**src/rtl/pmem_arbiter_if.sv**
```systemverilog
// Shared memory-port bundle: instruction and data requesters plus the
// physical memory side, as seen by the arbiter (slave) and its users (master).
interface pmem_arbiter_if #(
  parameter int ADDR_W = 16,
  parameter int LINE_W = 128
);
  logic              i_read;
  logic [ADDR_W-1:0] i_address;
  logic              i_resp;
  logic [LINE_W-1:0] i_rdata;
  logic              d_read;
  logic              d_write;
  logic [ADDR_W-1:0] d_address;
  logic [LINE_W-1:0] d_wdata;
  logic              d_resp;
  logic [LINE_W-1:0] d_rdata;
  logic              pmem_read;
  logic              pmem_write;
  logic [ADDR_W-1:0] pmem_address;
  logic [LINE_W-1:0] pmem_wdata;
  logic              pmem_resp;
  logic [LINE_W-1:0] pmem_rdata;

  modport slave (
    input  i_read, i_address,
    output i_resp, i_rdata,
    input  d_read, d_write, d_address, d_wdata,
    output d_resp, d_rdata,
    output pmem_read, pmem_write,
    output pmem_address, pmem_wdata,
    input  pmem_resp, pmem_rdata
  );

  modport master (
    output i_read, i_address,
    input  i_resp, i_rdata,
    output d_read, d_write, d_address, d_wdata,
    input  d_resp, d_rdata,
    input  pmem_read, pmem_write,
    input  pmem_address, pmem_wdata,
    output pmem_resp, pmem_rdata
  );
endinterface

```
**src/rtl/pmem_arbiter.sv**
```systemverilog
// Round-robin arbiter sharing one physical memory port between the
// instruction-side and data-side caches; grant held until pmem_resp.
module pmem_arbiter #(
  parameter int ADDR_W = 16,
  parameter int LINE_W = 128
) (
  input logic            clk,
  input logic            rst_n,
  pmem_arbiter_if.slave  bus
);

  typedef enum logic [1:0] {
    IDLE,
    SERVE_I,
    SERVE_D
  } state_t;

  state_t state_q, state_d;
  logic   last_q, last_d;

  logic              req_i, req_d;
  logic              grant_i, grant_d;
  logic              mem_rd, mem_wr;
  logic [ADDR_W-1:0] mem_addr;
  logic [LINE_W-1:0] mem_wdata;
  logic              i_resp, d_resp;
  logic [LINE_W-1:0] i_rdata, d_rdata;

  assign req_i   = bus.i_read;
  assign req_d   = bus.d_read | bus.d_write;
  // last_q = 1 means D went last, so I wins a tie
  assign grant_i = req_i & (~req_d | last_q);
  assign grant_d = req_d & ~grant_i;

  always_ff @(posedge clk or negedge rst_n) begin
    if (!rst_n) begin
      state_q <= IDLE;
      last_q  <= 1'b1;
    end else begin
      state_q <= state_d;
      last_q  <= last_d;
    end
  end

  always_comb begin
    state_d   = state_q;
    last_d    = last_q;
    mem_rd    = 1'b0;
    mem_wr    = 1'b0;
    mem_addr  = '0;
    mem_wdata = '0;
    i_resp    = 1'b0;
    i_rdata   = '0;
    d_resp    = 1'b0;
    d_rdata   = '0;
    unique case (state_q)
      IDLE: begin
        unique case (1'b1)
          grant_i: begin
            state_d = SERVE_I;
            last_d  = 1'b0;
          end
          grant_d: begin
            state_d = SERVE_D;
            last_d  = 1'b1;
          end
          default: state_d = IDLE;
        endcase
      end
      SERVE_I: begin
        mem_rd   = bus.i_read;
        mem_addr = bus.i_address;
        i_resp   = bus.pmem_resp;
        i_rdata  = bus.pmem_rdata;
        if (bus.pmem_resp) state_d = IDLE;
      end
      SERVE_D: begin
        mem_rd    = bus.d_read;
        mem_wr    = bus.d_write;
        mem_addr  = bus.d_address;
        mem_wdata = bus.d_wdata;
        d_resp    = bus.pmem_resp;
        d_rdata   = bus.pmem_rdata;
        if (bus.pmem_resp) state_d = IDLE;
      end
      default: state_d = IDLE;
    endcase
  end

  assign bus.pmem_read    = mem_rd;
  assign bus.pmem_write   = mem_wr;
  assign bus.pmem_address = mem_addr;
  assign bus.pmem_wdata   = mem_wdata;
  assign bus.i_resp       = i_resp;
  assign bus.i_rdata      = i_rdata;
  assign bus.d_resp       = d_resp;
  assign bus.d_rdata      = d_rdata;

endmodule
```
**src/flat_wrapper.sv**
```systemverilog
// flat-port wrapper written by rule: the top's interface ports become plain ports
module pmem_arbiter_flat 
#(
  parameter int ADDR_W = 16,
  parameter int LINE_W = 128
)
  (clk, rst_n, bus_i_read, bus_i_address, bus_i_resp, bus_i_rdata, bus_d_read, bus_d_write, bus_d_address, bus_d_wdata, bus_d_resp, bus_d_rdata, bus_pmem_read, bus_pmem_write, bus_pmem_address, bus_pmem_wdata, bus_pmem_resp, bus_pmem_rdata);
  pmem_arbiter_if #(.ADDR_W(ADDR_W), .LINE_W(LINE_W)) bus_i ();
  input logic clk;
  input logic rst_n;
  input wire logic [$bits(bus_i.i_read)-1:0] bus_i_read;
  input wire logic [$bits(bus_i.i_address)-1:0] bus_i_address;
  output wire logic [$bits(bus_i.i_resp)-1:0] bus_i_resp;
  output wire logic [$bits(bus_i.i_rdata)-1:0] bus_i_rdata;
  input wire logic [$bits(bus_i.d_read)-1:0] bus_d_read;
  input wire logic [$bits(bus_i.d_write)-1:0] bus_d_write;
  input wire logic [$bits(bus_i.d_address)-1:0] bus_d_address;
  input wire logic [$bits(bus_i.d_wdata)-1:0] bus_d_wdata;
  output wire logic [$bits(bus_i.d_resp)-1:0] bus_d_resp;
  output wire logic [$bits(bus_i.d_rdata)-1:0] bus_d_rdata;
  output wire logic [$bits(bus_i.pmem_read)-1:0] bus_pmem_read;
  output wire logic [$bits(bus_i.pmem_write)-1:0] bus_pmem_write;
  output wire logic [$bits(bus_i.pmem_address)-1:0] bus_pmem_address;
  output wire logic [$bits(bus_i.pmem_wdata)-1:0] bus_pmem_wdata;
  input wire logic [$bits(bus_i.pmem_resp)-1:0] bus_pmem_resp;
  input wire logic [$bits(bus_i.pmem_rdata)-1:0] bus_pmem_rdata;
  assign bus_i.i_read = bus_i_read;
  assign bus_i.i_address = bus_i_address;
  assign bus_i_resp = bus_i.i_resp;
  assign bus_i_rdata = bus_i.i_rdata;
  assign bus_i.d_read = bus_d_read;
  assign bus_i.d_write = bus_d_write;
  assign bus_i.d_address = bus_d_address;
  assign bus_i.d_wdata = bus_d_wdata;
  assign bus_d_resp = bus_i.d_resp;
  assign bus_d_rdata = bus_i.d_rdata;
  assign bus_pmem_read = bus_i.pmem_read;
  assign bus_pmem_write = bus_i.pmem_write;
  assign bus_pmem_address = bus_i.pmem_address;
  assign bus_pmem_wdata = bus_i.pmem_wdata;
  assign bus_i.pmem_resp = bus_pmem_resp;
  assign bus_i.pmem_rdata = bus_pmem_rdata;
  pmem_arbiter #(.ADDR_W(ADDR_W), .LINE_W(LINE_W)) u_core (.clk(clk), .rst_n(rst_n), .bus(bus_i));
endmodule
```
**config.mk**
```make
export PLATFORM = sky130hd
export DESIGN_NAME = pmem_arbiter_flat
export DESIGN_NICKNAME = d
export VERILOG_FILES = /design/src/rtl/pmem_arbiter_if.sv /design/src/rtl/pmem_arbiter.sv /design/src/flat_wrapper.sv
export SDC_FILE = /design/constraint.sdc
export NUM_CORES = 1
export LEC_CHECK = 0
export ABC_AREA = 0
export CORE_AREA = 2 2 270 272
export CTS_CLUSTER_DIAMETER = 60
export DETAILED_ROUTE_END_ITERATION = 10
export DIE_AREA = 0 0 272 274
export GPL_ROUTABILITY_DRIVEN = 0
export PLACE_DENSITY = 0.37
export SYNTH_ARGS = -nofsm -noshare
export SYNTH_HDL_FRONTEND = slang
export SYNTH_SLANG_ARGS = --single-unit
```
**constraint.sdc**
```tcl
create_clock -name clk -period 1.5 [get_ports clk]
set_clock_uncertainty 0.2 [all_clocks]
set_input_delay 0.225 -clock clk [delete_from_list [all_inputs] [get_ports clk]]
set_output_delay 0.225 -clock clk [all_outputs]
set_load 0.02 [all_outputs]
```
---- Word-level counts from Yosys, hierarchy flattened ----
Cells that the tools add are included.
word-level totals
  input bits .............................. 294
  latch bits .............................. 0
  RAM bits ................................ 0
  bits in read-only memories .............. 0
  word-level logic and storage cells ...... 27
  output and inout port bits .............. 404
  flip-flop bits (word level) ............. 3
  memories ................................ 0
cells by class
  div/mod/pow operators ................... 0
  bitwise gates (word level) .............. 6
  reductions and logical operators ........ 4
  mux-type cells .......................... 12
  $mul .................................... 0
  $lt $le $gt $ge ......................... 0
  equal/unequal tests ..................... 3
  shift operators ......................... 0
  add/sub/neg operators ................... 0
operators by type and width
  kind                count
  $mux 128            3
  $pmux 16 s2         1
  $pmux 2 s2          2
  $pmux 1 s2          2
  $mux 1              3
  $and 1x1->1         2
  $eq 2x1->1 const B  1
  $eq 2x2->1 const B  1
  $logic_not 2->1     1
  $mux 2              1
  $ne 2x1->1 const B  1
  $not 1->1           2
  $or 1x1->1          2
  $reduce_and 2->1    1
  $reduce_bool 2->1   1
  $reduce_or 2->1     1

---- Longest topological paths before layout ----
  depth after elaboration ................. 8
  gate-level depth with buffers ........... 6
  gate-level depth less buffers ........... 4

---- Worst setup path after synthesis ----
No wires, ideal clock.
  kind .................................... register to output
  start ................................... register u_core.state_q[1]
  end ..................................... output port bus_pmem_address[4]
  path buffers ............................ 2
  setup slack ............................. -0.234 ns
  required time ........................... 1.075 ns
  arrival ................................. 1.309 ns
  stages on the path, launching flop included .. 7
  cells stage by stage .................... dfrtp_1 inv_1 ha_1 buf_2 buf_4 a22oi_1 nor2b_1
on the way
  word-level cells in the longest chain between the ends .. 2
  elaborated cells on any way between the ends .. 3
  those cells by class .................... eq/ne: 2; mux: 1
ends and longest elaborated chain
  element                                   RTL line            source
  start: declaration                        pmem_arbiter.sv:18  state_t state_q, state_d;
  start signal: assignment                  pmem_arbiter.sv:40  state_q <= state_d;
  $eq 2x2->1 or $eq 2x1->1 (tied branches)  pmem_arbiter.sv:56  unique case (state_q)
  $pmux 16 s2 *                             pmem_arbiter.sv:56
  end: declaration                          flat_wrapper.sv:23  output wire logic [$bits(bus_i.pmem_address)-1:0] bus_pmem_address;
Mark *: on every way between the ends. The rest lies on a longest branch, timed or not.

---- Worst setup path after layout ----
  start ................................... register u_core.state_q[0]
  end ..................................... output port bus_i_rdata[54]
on the way
  word-level cells in the longest chain between the ends .. 2
ends and longest elaborated chain
  element           RTL line            source
  $eq 2x1->1        pmem_arbiter.sv:56
  $mux 128          pmem_arbiter.sv:56
  end: declaration  flat_wrapper.sv:14  output wire logic [$bits(bus_i.i_rdata)-1:0] bus_i_rdata;
Every way passes these cells.

==> metrics.log <==
INFO  metric worst-endpoint-required = 1.07 ns
INFO  metric layout.core_utilization = 0.1761
INFO  metric max-cap-violations = 0
INFO  metric finalWirelength = 40820 um
INFO  metric placed_cells = 2146
INFO  metric report.final.hold_viol_count = 0
INFO  metric irDropWorstVdd = 597.3 uV
INFO  metric sequential_cell_area = 76.32 um^2
INFO  metric yosysTopAreaCell = sky130_fd_sc_hd__and2_1
INFO  metric first_iter_violations = 119
INFO  metric crit_slowest_cell = sky130_fd_sc_hd__dfrtp_1
INFO  metric via_count = 6306
INFO  metric wire_length_of_the_first_global_routing_pass = 52300 um
INFO  metric detailroute.wirelength.met3 = 3778 um
INFO  metric grt_pass1_vias = 6870
INFO  metric cells_taking_the_most_area_after_synthesis = sky130_fd_sc_hd__and2_1 79%, sky130_fd_sc_hd__clkbuf_2 4.2%, sky130_fd_sc_hd__a22oi_1 4.1%, sky130_fd_sc_hd__nor2b_1 3.6%, sky130_fd_sc_hd__buf_2 2.3%
INFO  metric avgRoutedWirePerCell = 18.73 um
INFO  metric rsz0062_at_grt = true
INFO  metric chipWidth = 272 um
INFO  metric top_level_ports = 698
INFO  metric synth_area_per_cell = 6.325 um^2
INFO  metric top_layer_used_by_detailed_routing = met5
INFO  metric kind_of_critical_path = flop to output port
INFO  metric rr_worst_depth = 7
INFO  metric final_cells = 2180
INFO  metric ctsLongestPathBuffers = 2
INFO  metric crit_path_max_incr_delay = 0.39 ns
INFO  metric worst_setup_hold_path_clk_slew = 0.03 ns
INFO  metric status = complete, but fails checks
INFO  metric final.fill_count = 8123
INFO  metric route.layer.met1.wl = 13190 um
INFO  metric hold_path_class = flop to flop
INFO  metric failed_checks = negative setup slack
INFO  metric setup_viol_count_final = 406
INFO  metric insertion_delay_of_the_later_clocked_pin_in_the_worst_skew_pair = 0.22 ns
INFO  metric grt_usage = 0.09831
INFO  metric cellPowerDensity = 1577 nW/um^2
INFO  metric netSwitchingPower = 9.529 mW
INFO  metric htreeDepth = 1
INFO  metric syn_area = 3087 um^2
INFO  metric critPathLaunchType = flop
INFO  metric initial_antenna_violation_count = 14
INFO  metric ys_seq_area_frac = 0.02473
INFO  metric final_max_slew_viol_count = 0
INFO  metric fmax = 0.4634 GHz
INFO  metric multi_input_comb_area = 3576 um^2
INFO  metric max-slew-margin-rel = 0.8181
INFO  metric synthesis_warning_total = 0
INFO  metric dp_hpwl = 34410 um
INFO  metric hold_start = u_core.last_q
INFO  metric cell_internal_pwr = 10.46 mW
INFO  metric hold_end = u_core.last_q
INFO  metric ant_nets = 0
INFO  metric yosysTopAreaCellShare = 0.7864
INFO  metric synth.distinct_cells = 17
INFO  metric crit_chain = buf_4 -> ha_4 -> buf_12 -> buf_4 -> and2_2 -> dlygate4sd2_1
INFO  metric core_region_area = 71970 um^2
INFO  metric largest_net_degree_at_the_start_of_global_routing = 42
INFO  metric ctsRootBufferMaster = sky130_fd_sc_hd__clkbuf_16
INFO  metric mappedNetlistNets = 785
INFO  metric cts_inserted_buffers = 3
INFO  metric pwr-share-comb = 0.970
INFO  metric seq_power_share = 0.009
INFO  metric min_period = 2.158 ns
INFO  metric worstPathMaxFanout = 13
INFO  metric critical_path.most_common_cell = sky130_fd_sc_hd__buf_4
INFO  metric critical_path.reg2reg.startpoint = u_core.state_q[0]
INFO  metric synth_seq_cells = 3
INFO  metric via_per_inst = 2.893
INFO  metric die_height = 274 um
INFO  metric fin_crit_sh = 1.438
INFO  metric power.share.switching = 0.4766
INFO  metric global_route.overflow_total = 0
INFO  metric r2r_slack = -0.35 ns
INFO  metric cp_data_arrival_time = 1.73 ns
INFO  metric port_buffer_count = 697
INFO  metric drt_drc_violations_left = 0
INFO  metric met2RoutedLength = 23310 um
INFO  metric drive_gt1_frac = 0.6617
INFO  metric initial_cell_density_of_the_core = 0.04289
INFO  metric die_area = 74530 um^2
INFO  metric pre_repair_dr_iteration_count = 4
INFO  metric cts.sinks = 3
INFO  metric post-route-worst-setup-slack = -0.6577 ns
INFO  metric syn-instance-count = 488
INFO  metric critical_path.reg2reg.endpoint = u_core.state_q[0]
INFO  metric cts_tree = yes
INFO  metric floorplan.rows = 99
INFO  metric cp-end-kind = output port
INFO  metric timing_worst_slew_pin_value = 0.2728 ns
INFO  metric clock_power_share = 0.021
INFO  metric nets = 1516
INFO  metric power.static_leakage = 5.592 nW
INFO  metric area_delta_synth_final = 310.7%
INFO  metric holdPathStages = 1
==> cell usage after synthesis <==
master and number:
sky130_fd_sc_hd__and2_1 388, sky130_fd_sc_hd__o21ai_0 2, sky130_fd_sc_hd__a21bo_2 1, sky130_fd_sc_hd__nand2_1 1
sky130_fd_sc_hd__dfrtp_1 2, sky130_fd_sc_hd__buf_2 14, sky130_fd_sc_hd__clkbuf_1 7, sky130_fd_sc_hd__nand3b_1 2
sky130_fd_sc_hd__a22oi_1 17, sky130_fd_sc_hd__o31ai_1 2, sky130_fd_sc_hd__buf_4 1, sky130_fd_sc_hd__ha_1 3
sky130_fd_sc_hd__clkbuf_2 26, sky130_fd_sc_hd__nor2b_1 18, sky130_fd_sc_hd__o21ba_2 1, sky130_fd_sc_hd__dfstp_2 1
sky130_fd_sc_hd__inv_1 2
==> flip-flops by register name, summed over array words and instances, names as in the netlist <==
| signal | count |
|---|---|
| u_core.last_q | 1 |
| u_core.state_q | 2 |
==> cells in the final DEF, fill, tap and decap left out, types with 2 or more instances in the layout <==
master,n
sky130_fd_sc_hd__and2_2,147
sky130_fd_sc_hd__buf_12,46
sky130_fd_sc_hd__diode_2,3
sky130_fd_sc_hd__clkdlybuf4s50_1,293
sky130_fd_sc_hd__nand3b_1,2
sky130_fd_sc_hd__buf_2,33
sky130_fd_sc_hd__clkbuf_4,3
sky130_fd_sc_hd__a22oi_2,9
sky130_fd_sc_hd__nor2b_2,8
sky130_fd_sc_hd__dfrtp_1,2
sky130_fd_sc_hd__ha_4,2
sky130_fd_sc_hd__and2_1,55
sky130_fd_sc_hd__buf_4,92
sky130_fd_sc_hd__o31ai_1,2
sky130_fd_sc_hd__clkbuf_2,104
sky130_fd_sc_hd__buf_6,52
sky130_fd_sc_hd__clkdlybuf4s15_2,89
sky130_fd_sc_hd__and2_4,186
sky130_fd_sc_hd__inv_2,2
sky130_fd_sc_hd__clkbuf_16,10
sky130_fd_sc_hd__clkdlybuf4s15_1,16
sky130_fd_sc_hd__o21ai_0,2
sky130_fd_sc_hd__a22oi_1,8
sky130_fd_sc_hd__dlygate4sd2_1,27
sky130_fd_sc_hd__buf_16,10
sky130_fd_sc_hd__nor2b_4,9
==> power groups by stage <==
stage | Clock, mW | Combinational (mW) | Sequential, mW
floorplan | 0 | 9.37 | 0.156
global placement | 0 | 19.0 | 0.171
detailed placement | 0 | 18.8 | 0.168
CTS | 0.427 | 19.2 | 0.172
global route | 0.440 | 20.5 | 0.176
finish | 0.420 | 19.4 | 0.173
==> per-layer routing <==
metal  vias to the layer above  track usage
met2                       424       0.2082
met4                        16     0.009832
met3                        30      0.03205
li1                       2952            -
met1                      2884      0.09225
met5                         -            0
==> kinds of logic after synthesis <==
group           count (synthesis)  share of synthesized area
simple gates                  409                     0.8289
buf+inv                        50                    0.07824
compound gates                 23                    0.05594
fa+ha+maj                       3                    0.01216
flops                           3                    0.02473
==> layout make-up <==
class | instances | area share
repair buffers | 774 | 0.6098
multi-input cells | 435 | 0.2821
well taps | 959 | 0.09466
clock buffers | 4 | 0.006219
flip-flops and latches | 3 | 0.006021
inverters | 2 | 0.0005922
diodes | 3 | 0.0005922
==> worst max path at each step <==
stage | startpoint | end | slack (ns)
after floorplan | u_core.state_q[1] | bus_pmem_address[12] | -0.08
after global placement | u_core.state_q[0] | bus_pmem_wdata[57] | -0.88
after detailed placement | u_core.state_q[0] | bus_pmem_address[9] | -0.84
after CTS | u_core.state_q[0] | bus_pmem_wdata[68] | -0.72
after global routing | u_core.state_q[0] | bus_pmem_wdata[81] | -0.72
final | u_core.state_q[0] | bus_i_rdata[54] | -0.66
==> timing repair <==
item / in CTS / in global routing
hold buffers: 1 / 0
setup endpoints to repair: 406 / 406
pin swaps: 6 / 0
endpoints found under the hold margin: 1 / 0
setup buffers: 7 / 5
resized for setup: 830 / 442
cloned: 8 / 7
==> critical path, delay by kind of cell, from the launching register on <==
family | cells | cell delay [ns]
buf+inv | 4 | 0.78
flops | 1 | 0.39
fa+ha+maj | 1 | 0.18
simple gates | 1 | 0.16
==> through the flow <==
| step | area [um^2] | worst slack [ns] | TNS [ns] | power, mW | hold WS [ns] |
|---|---|---|---|---|---|
| 6_report | 12680 | -0.6577 | -221.13 | 19.99 | 0.3541 |
| 5_1_grt | 12670 | -0.7176 | -248.58 | 21.11 | 0.3825 |
| 4_1_cts | 12960 | -0.7225 | -265.93 | 19.78 | 0.3569 |
| 3_5_place_dp | 12610 | -0.8409 | -279.70 | 19.00 | 0.2293 |
| 3_3_place_gp | 12610 | -0.8774 | -291.19 | 19.17 | 0.2263 |
| 2_1_floorplan | 3929 | -0.08226 | -25.63 | 9.524 | -0.2706 |
Note: power is estimated with default switching activity, not from simulation.
